--- src/rtl/stack_unit_if.sv ---
// Stack unit bus: push/pop request side plus status and read-back.
// Optional STACK_PEEK_EN adds the tos/tos_valid peek outputs.
interface stack_unit_if #(
  parameter int DATA_W = 16,
  parameter int DEPTH  = 16
);
  localparam int CW = $clog2(DEPTH) + 1;

  logic              push;
  logic              pop;
  logic [DATA_W-1:0] wdata;
  logic              clr_err;
  logic [DATA_W-1:0] rdata;
  logic              rvalid;
  logic [CW-1:0]     count;
  logic [31:0]       sp;
  logic              full;
  logic              empty;
  logic              ovf;
  logic              udf;
`ifdef STACK_PEEK_EN
  logic [DATA_W-1:0] tos;
  logic              tos_valid;
`endif

  modport master (
    output push, pop, wdata, clr_err,
    input  rdata, rvalid, count, sp, full, empty, ovf, udf
`ifdef STACK_PEEK_EN
    , input tos, tos_valid
`endif
  );

  modport slave (
    input  push, pop, wdata, clr_err,
    output rdata, rvalid, count, sp, full, empty, ovf, udf
`ifdef STACK_PEEK_EN
    , output tos, tos_valid
`endif
  );
endinterface

--- src/rtl/stack_unit.sv ---
// LIFO stack with byte stack pointer, registered pop data and sticky
// overflow/underflow flags. Push+pop in one cycle replaces the TOS.
// Optional feature: define STACK_PEEK_EN for tos/tos_valid outputs.
module stack_unit #(
  parameter int          DATA_W  = 16,
  parameter int          DEPTH   = 16,
  parameter logic [31:0] SP_BASE = 32'h0000_0FFE
) (
  input  logic        clk,
  input  logic        rst,
  stack_unit_if.slave bus
);
  localparam int AW = $clog2(DEPTH);
  localparam int CW = AW + 1;
  localparam logic [31:0] BPW = 32'(DATA_W / 8);

  logic [DATA_W-1:0] r_mem [DEPTH];
  logic [CW-1:0]     r_count;
  logic [DATA_W-1:0] r_rdata;
  logic              r_rvalid;
  logic              r_ovf;
  logic              r_udf;

  logic              w_full, w_empty;
  logic              w_do_pop, w_do_push, w_replace;
  logic [CW-1:0]     w_cnt_m1;
  logic [AW-1:0]     w_tos_idx, w_wr_idx;

  assign w_full    = (r_count == CW'(DEPTH));
  assign w_empty   = (r_count == '0);
  assign w_cnt_m1  = r_count - CW'(1);
  assign w_tos_idx = w_cnt_m1[AW-1:0];
  assign w_wr_idx  = r_count[AW-1:0];

  // Pop wins over an empty stack only by being rejected; a push paired with
  // a valid pop becomes a TOS replace, otherwise it needs free space.
  assign w_do_pop  = bus.pop && !w_empty;
  assign w_replace = bus.push && w_do_pop;
  assign w_do_push = bus.push && !w_do_pop && !w_full;

  // Storage array: no reset, contents meaningless until written
  always_ff @(posedge clk) begin
    if (w_do_push)      r_mem[w_wr_idx]  <= bus.wdata;
    else if (w_replace) r_mem[w_tos_idx] <= bus.wdata;
  end

  // Occupancy, pop data, strobe and sticky error flags
  always_ff @(posedge clk or negedge rst) begin
    if (!rst) begin
      r_count  <= '0;
      r_rdata  <= '0;
      r_rvalid <= 1'b0;
      r_ovf    <= 1'b0;
      r_udf    <= 1'b0;
    end else begin
      r_rvalid <= w_do_pop;
      if (w_do_pop) r_rdata <= r_mem[w_tos_idx];

      if (w_do_push)                 r_count <= r_count + CW'(1);
      else if (w_do_pop && !bus.push) r_count <= w_cnt_m1;

      // set has priority over clear
      if (bus.push && !bus.pop && w_full) r_ovf <= 1'b1;
      else if (bus.clr_err)               r_ovf <= 1'b0;

      if (bus.pop && w_empty) r_udf <= 1'b1;
      else if (bus.clr_err)   r_udf <= 1'b0;
    end
  end

  assign bus.rdata  = r_rdata;
  assign bus.rvalid = r_rvalid;
  assign bus.count  = r_count;
  assign bus.sp     = SP_BASE - 32'(r_count) * BPW;
  assign bus.full   = w_full;
  assign bus.empty  = w_empty;
  assign bus.ovf    = r_ovf;
  assign bus.udf    = r_udf;

`ifdef STACK_PEEK_EN
  // Last-write capture so tos does not depend on array write timing if the
  // array is later mapped onto a memory macro with delayed write-through.
  logic              r_byp_vld;
  logic [AW-1:0]     r_byp_idx;
  logic [DATA_W-1:0] r_byp_data;

  // Record the index/data of the most recent array write
  always_ff @(posedge clk or negedge rst) begin
    if (!rst) begin
      r_byp_vld  <= 1'b0;
      r_byp_idx  <= '0;
      r_byp_data <= '0;
    end else begin
      r_byp_vld <= w_do_push || w_replace;
      if (w_do_push || w_replace) begin
        r_byp_idx  <= w_do_push ? w_wr_idx : w_tos_idx;
        r_byp_data <= bus.wdata;
      end
    end
  end

  assign bus.tos       = (r_byp_vld && r_byp_idx == w_tos_idx) ? r_byp_data
                                                               : r_mem[w_tos_idx];
  assign bus.tos_valid = !w_empty;
`endif
endmodule

--- src/flat_wrapper.sv ---
// flat-port wrapper written by rule: the top's interface ports become plain ports
module stack_unit_flat 
#(
  parameter int          DATA_W  = 16,
  parameter int          DEPTH   = 16,
  parameter logic [31:0] SP_BASE = 32'h0000_0FFE
)
  (clk, rst, bus_push, bus_pop, bus_wdata, bus_clr_err, bus_rdata, bus_rvalid, bus_count, bus_sp, bus_full, bus_empty, bus_ovf, bus_udf);
  stack_unit_if #(.DATA_W(DATA_W), .DEPTH(DEPTH)) bus_i ();
  input  logic clk;
  input  logic rst;
  input wire logic [$bits(bus_i.push)-1:0] bus_push;
  input wire logic [$bits(bus_i.pop)-1:0] bus_pop;
  input wire logic [$bits(bus_i.wdata)-1:0] bus_wdata;
  input wire logic [$bits(bus_i.clr_err)-1:0] bus_clr_err;
  output wire logic [$bits(bus_i.rdata)-1:0] bus_rdata;
  output wire logic [$bits(bus_i.rvalid)-1:0] bus_rvalid;
  output wire logic [$bits(bus_i.count)-1:0] bus_count;
  output wire logic [$bits(bus_i.sp)-1:0] bus_sp;
  output wire logic [$bits(bus_i.full)-1:0] bus_full;
  output wire logic [$bits(bus_i.empty)-1:0] bus_empty;
  output wire logic [$bits(bus_i.ovf)-1:0] bus_ovf;
  output wire logic [$bits(bus_i.udf)-1:0] bus_udf;
  assign bus_i.push = bus_push;
  assign bus_i.pop = bus_pop;
  assign bus_i.wdata = bus_wdata;
  assign bus_i.clr_err = bus_clr_err;
  assign bus_rdata = bus_i.rdata;
  assign bus_rvalid = bus_i.rvalid;
  assign bus_count = bus_i.count;
  assign bus_sp = bus_i.sp;
  assign bus_full = bus_i.full;
  assign bus_empty = bus_i.empty;
  assign bus_ovf = bus_i.ovf;
  assign bus_udf = bus_i.udf;
  stack_unit #(.DATA_W(DATA_W), .DEPTH(DEPTH), .SP_BASE(SP_BASE)) u_core (.clk(clk), .rst(rst), .bus(bus_i));
endmodule
--- config.mk ---
export PLATFORM = sky130hd
export DESIGN_NAME = stack_unit_flat
export DESIGN_NICKNAME = d
export VERILOG_FILES = /design/src/rtl/stack_unit_if.sv /design/src/rtl/stack_unit.sv /design/src/flat_wrapper.sv
export SDC_FILE = /design/constraint.sdc
export NUM_CORES = 1
export LEC_CHECK = 0
export BUFFER_PORTS_ARGS = -buffer_cell sky130_fd_sc_hd__buf_2
export CELL_PAD_IN_SITES_DETAIL_PLACEMENT = 0
export CELL_PAD_IN_SITES_GLOBAL_PLACEMENT = 1
export CORE_AREA = 2 2 159 161
export DETAILED_ROUTE_END_ITERATION = 8
export DIE_AREA = 0 0 161 163
export GPL_TIMING_DRIVEN = 0
export PLACE_DENSITY = 0.77
export SYNTH_ARGS = -nofsm -noshare
export SYNTH_HDL_FRONTEND = slang
export SYNTH_SLANG_ARGS = --single-unit
--- constraint.sdc ---
create_clock -name clk -period 9.4 [get_ports clk]
set_clock_uncertainty 0.1 [all_clocks]
set_input_delay 0.47 -clock clk [delete_from_list [all_inputs] [get_ports clk]]
set_output_delay 0.47 -clock clk [all_outputs]
set_load 0.005 [all_outputs]
==> reports/metrics.csv <==
metric;value;unit
synth_compound_area_share;7.50;%
required;9.53;ns
worstPathArrival;4.37;ns
yosysTopAreaCellShare;66.0;%
dp_slack;4.90;ns
drt_first_iter_violations;566;
synth_mux_area_share;6.88;%
start_util;47.2;%
gr-usage-met3;3.64;%
syn_area_per_cell;14.9;um^2
synthTopCellsByArea;edfxtp_1 66%, mux2i_1 6.9%, dfrtp_1 5.2%, a2111oi_0 3.6%, a31oi_1 2.8%;
endpoint_kind;flop;
dpl.hpwl;19700;um
ys.flop_type;edfxtp_1;
die_h;163;um
synth_seq_cells;280;
ys_seq_area_share;71.2;%
met1_usage;32.7;%
synthMostInstantiatedCell;edfxtp_1;
p_sw;1860;uW
ioPinCount;79;
top_usage_layer;met2;
async_flop_share;8.57;%
synth_commonest_cells;256 x edfxtp_1, 80 x mux2i_1, 53 x a31oi_1;
vias;7256;
num_rows;58;
clkLatencyLatePin;0.53;ns
ff2ff_path_depth;11;
worstHoldPathCells;2;
synthXorXnorAreaFrac;0.451;%
reg2reg_slack;5.16;ns
maxCapViolations;0;
path_max_fanout;11;
syn_inst;781;
cts_buffers;27;
path_class;reg2reg;
start_kind;flop;
setup_tns;0;ns
antenna_found_initial;0;
crit_path_max_incr_delay;0.69;ns
cp_num_buf_inv;5;
dieArea;26200;um^2
cts_root_buffer;clkbuf_16;
setup_viol;0;
worst_slack;5.16;ns
synth_fa_ha_area_share;0.215;%
drtAntennaViolNets;0;
numClockSinks;280;
routedWlPerCell;24.0;um
grt_setup_unrepaired;no;
wl;29800;um
antennaDiodeCount;0;
cp_top_family;buffers and inverters;
synth_cell_types;41;
die_x;161;um
netlist_area;11600;um^2
p_leak;0.00469;uW
layout.nets;916;
cts_tree;done;
area_delta_synth_final;14.7;%
p_seq_share;34.7;%
grt_use_total;22.5;%
tightest_slew;1.01;ns
hold_viol;0;
vdd_ir_drop_max;0.164;mV
switching_share;40.3;%
drive_above_1_share;19.2;%
crit_chain;buf_4 > inv_1 > clkbuf_1 > ha_1 > buf_2 > nor3b_2 > o211ai_1 > o21ai_0 > a21boi_1 > nor2_1 > buf_6;
path_clk_slew;0.06;ns
drc;0;
clk_path_buf_depth;3;
finalCritPeriodShare;45.1;%
crit_slowest_cell;nor2_1;
maxSlewHeadroom;32.9;%
htree_levels;1;
synth_top_family_by_area;simple AND/OR/NAND/NOR gates;
drtPass1Iterations;5;
fmax;236;MHz
grt_pass1_wl;43200;um
combinationalPowerShare;43.3;%
grt-ovfl-total;0;
yosys.area_share.simple;9.19;%
yosys.area.top_type;edfxtp_1;
power_density;345;nW/um^2
path_depth;11;
intPower;2750;uW
final_util;54.1;%
outcome;complete, no violations;
hold_path.class;in2reg;
post_cts_resized;0;
min_period;4.24;ns
grt_pass1_vias;6803;
drv_slew;0;
grt_max_degree;25;
port-buffer-count;50;
yosys_warnings;0;
viasPerCell;5.85;
core;24700;um^2
synth_edf_count;256;
met2_usage;34.8;%
gp_congestion;0.847;
p_clk_share;22.1;%
metal layers:
metal / vias up / wire length (um)
met1: 3665 / 13300
met2: 306 / 13400
met4: 0 / 939
li1: 3232 / -
met3: 53 / 2210
met5: - / 0
what timing repair did:
item                                   CTS  global route
endpoints found under the hold margin   24             0
hold buffers                             1             0
buffers inserted                         0             0
power by group through the flow:
stage          Sequential, uW  Combinational (uW)  Clock (uW)
3_3_place_gp             1620                1920           0
6_report                 1600                1990        1020
2_1_floorplan            1610                1250           0
5_1_grt                  1610                2130        1080
4_1_cts                  1600                1970        1030
3_5_place_dp             1620                1960           0
flip-flops by register name, summed over array words and instances, names as in the netlist:
signal	count
u_core.r_mem	256
u_core.bus.rvalid	1
u_core.bus.rdata	16
u_core.bus.ovf	1
u_core.bus.udf	1
u_core.bus.count	5
per-stage QoR:
stage | instances | area [um^2] | hold slack, ns | power [uW]
final | 1241 | 13300 | 0.0463 | 4600
after global routing | 1241 | 13300 | 0.0409 | 4810
after CTS | 1240 | 13300 | 0.0345 | 4590
after detailed placement | 1192 | 12500 | 0.376 | 3580
after global placement | 1186 | 12400 | 0.366 | 3540
after floorplan | 806 | 11700 | 0.0744 | 2860
worst paths after layout:
check,from,end
max,u_core.bus.count[0],u_core.r_mem[3][12]
min,bus_clr_err,u_core.bus.ovf
max reg2reg,u_core.bus.count[0],u_core.r_mem[3][12]
min reg2reg,u_core.bus.rdata[2],u_core.bus.rdata[2]
max in group asynchronous,rst,u_core.bus.rdata[12]
min in group asynchronous,rst,u_core.bus.ovf
cell families (layout without fill, tap and decap cells):
group | count (synthesis) | in the layout
fa+ha+maj | 2 | 2
mux | 80 | 80
buf+inv | 98 | 203
compound gates | 118 | 118
xor+xnor | 6 | 6
simple gates | 195 | 195
flops | 280 | 280
other cells | 2 | 27
cells in the final DEF (no fill, tap or decap), types with 3 or more instances in the layout:
master     count
edfxtp_1     256
buf_2         81
mux2i_1       80
a31oi_1       53
nand3_1       51
nor2b_1       48
a2111oi_0     48
nand4_1       33
buf_4         31
clkbuf_1      28
conb_1        27
clkbuf_16     27
nand2_1       25
dfrtp_1       24
nor2_2        14
inv_1         10
nor2_1        10
clkinv_1       8
nor3_1         5
xnor2_1        5
o21ai_0        5
clkinv_2       5
buf_8          5
a21oi_1        3
layout make-up:
class / count / area (um^2)
Timing Repair Buffer: 58 / 358
Multi-Input combinational cell: 428 / 2960
Clock inverter: 15 / 115
Buffer: 87 / 484
Fill cell: 2056 / 11300
Tap cell: 330 / 413
Inverter: 11 / 41.3
Sequential cell: 280 / 8290
Clock buffer: 32 / 694
(Power assumes the default switching activity.)
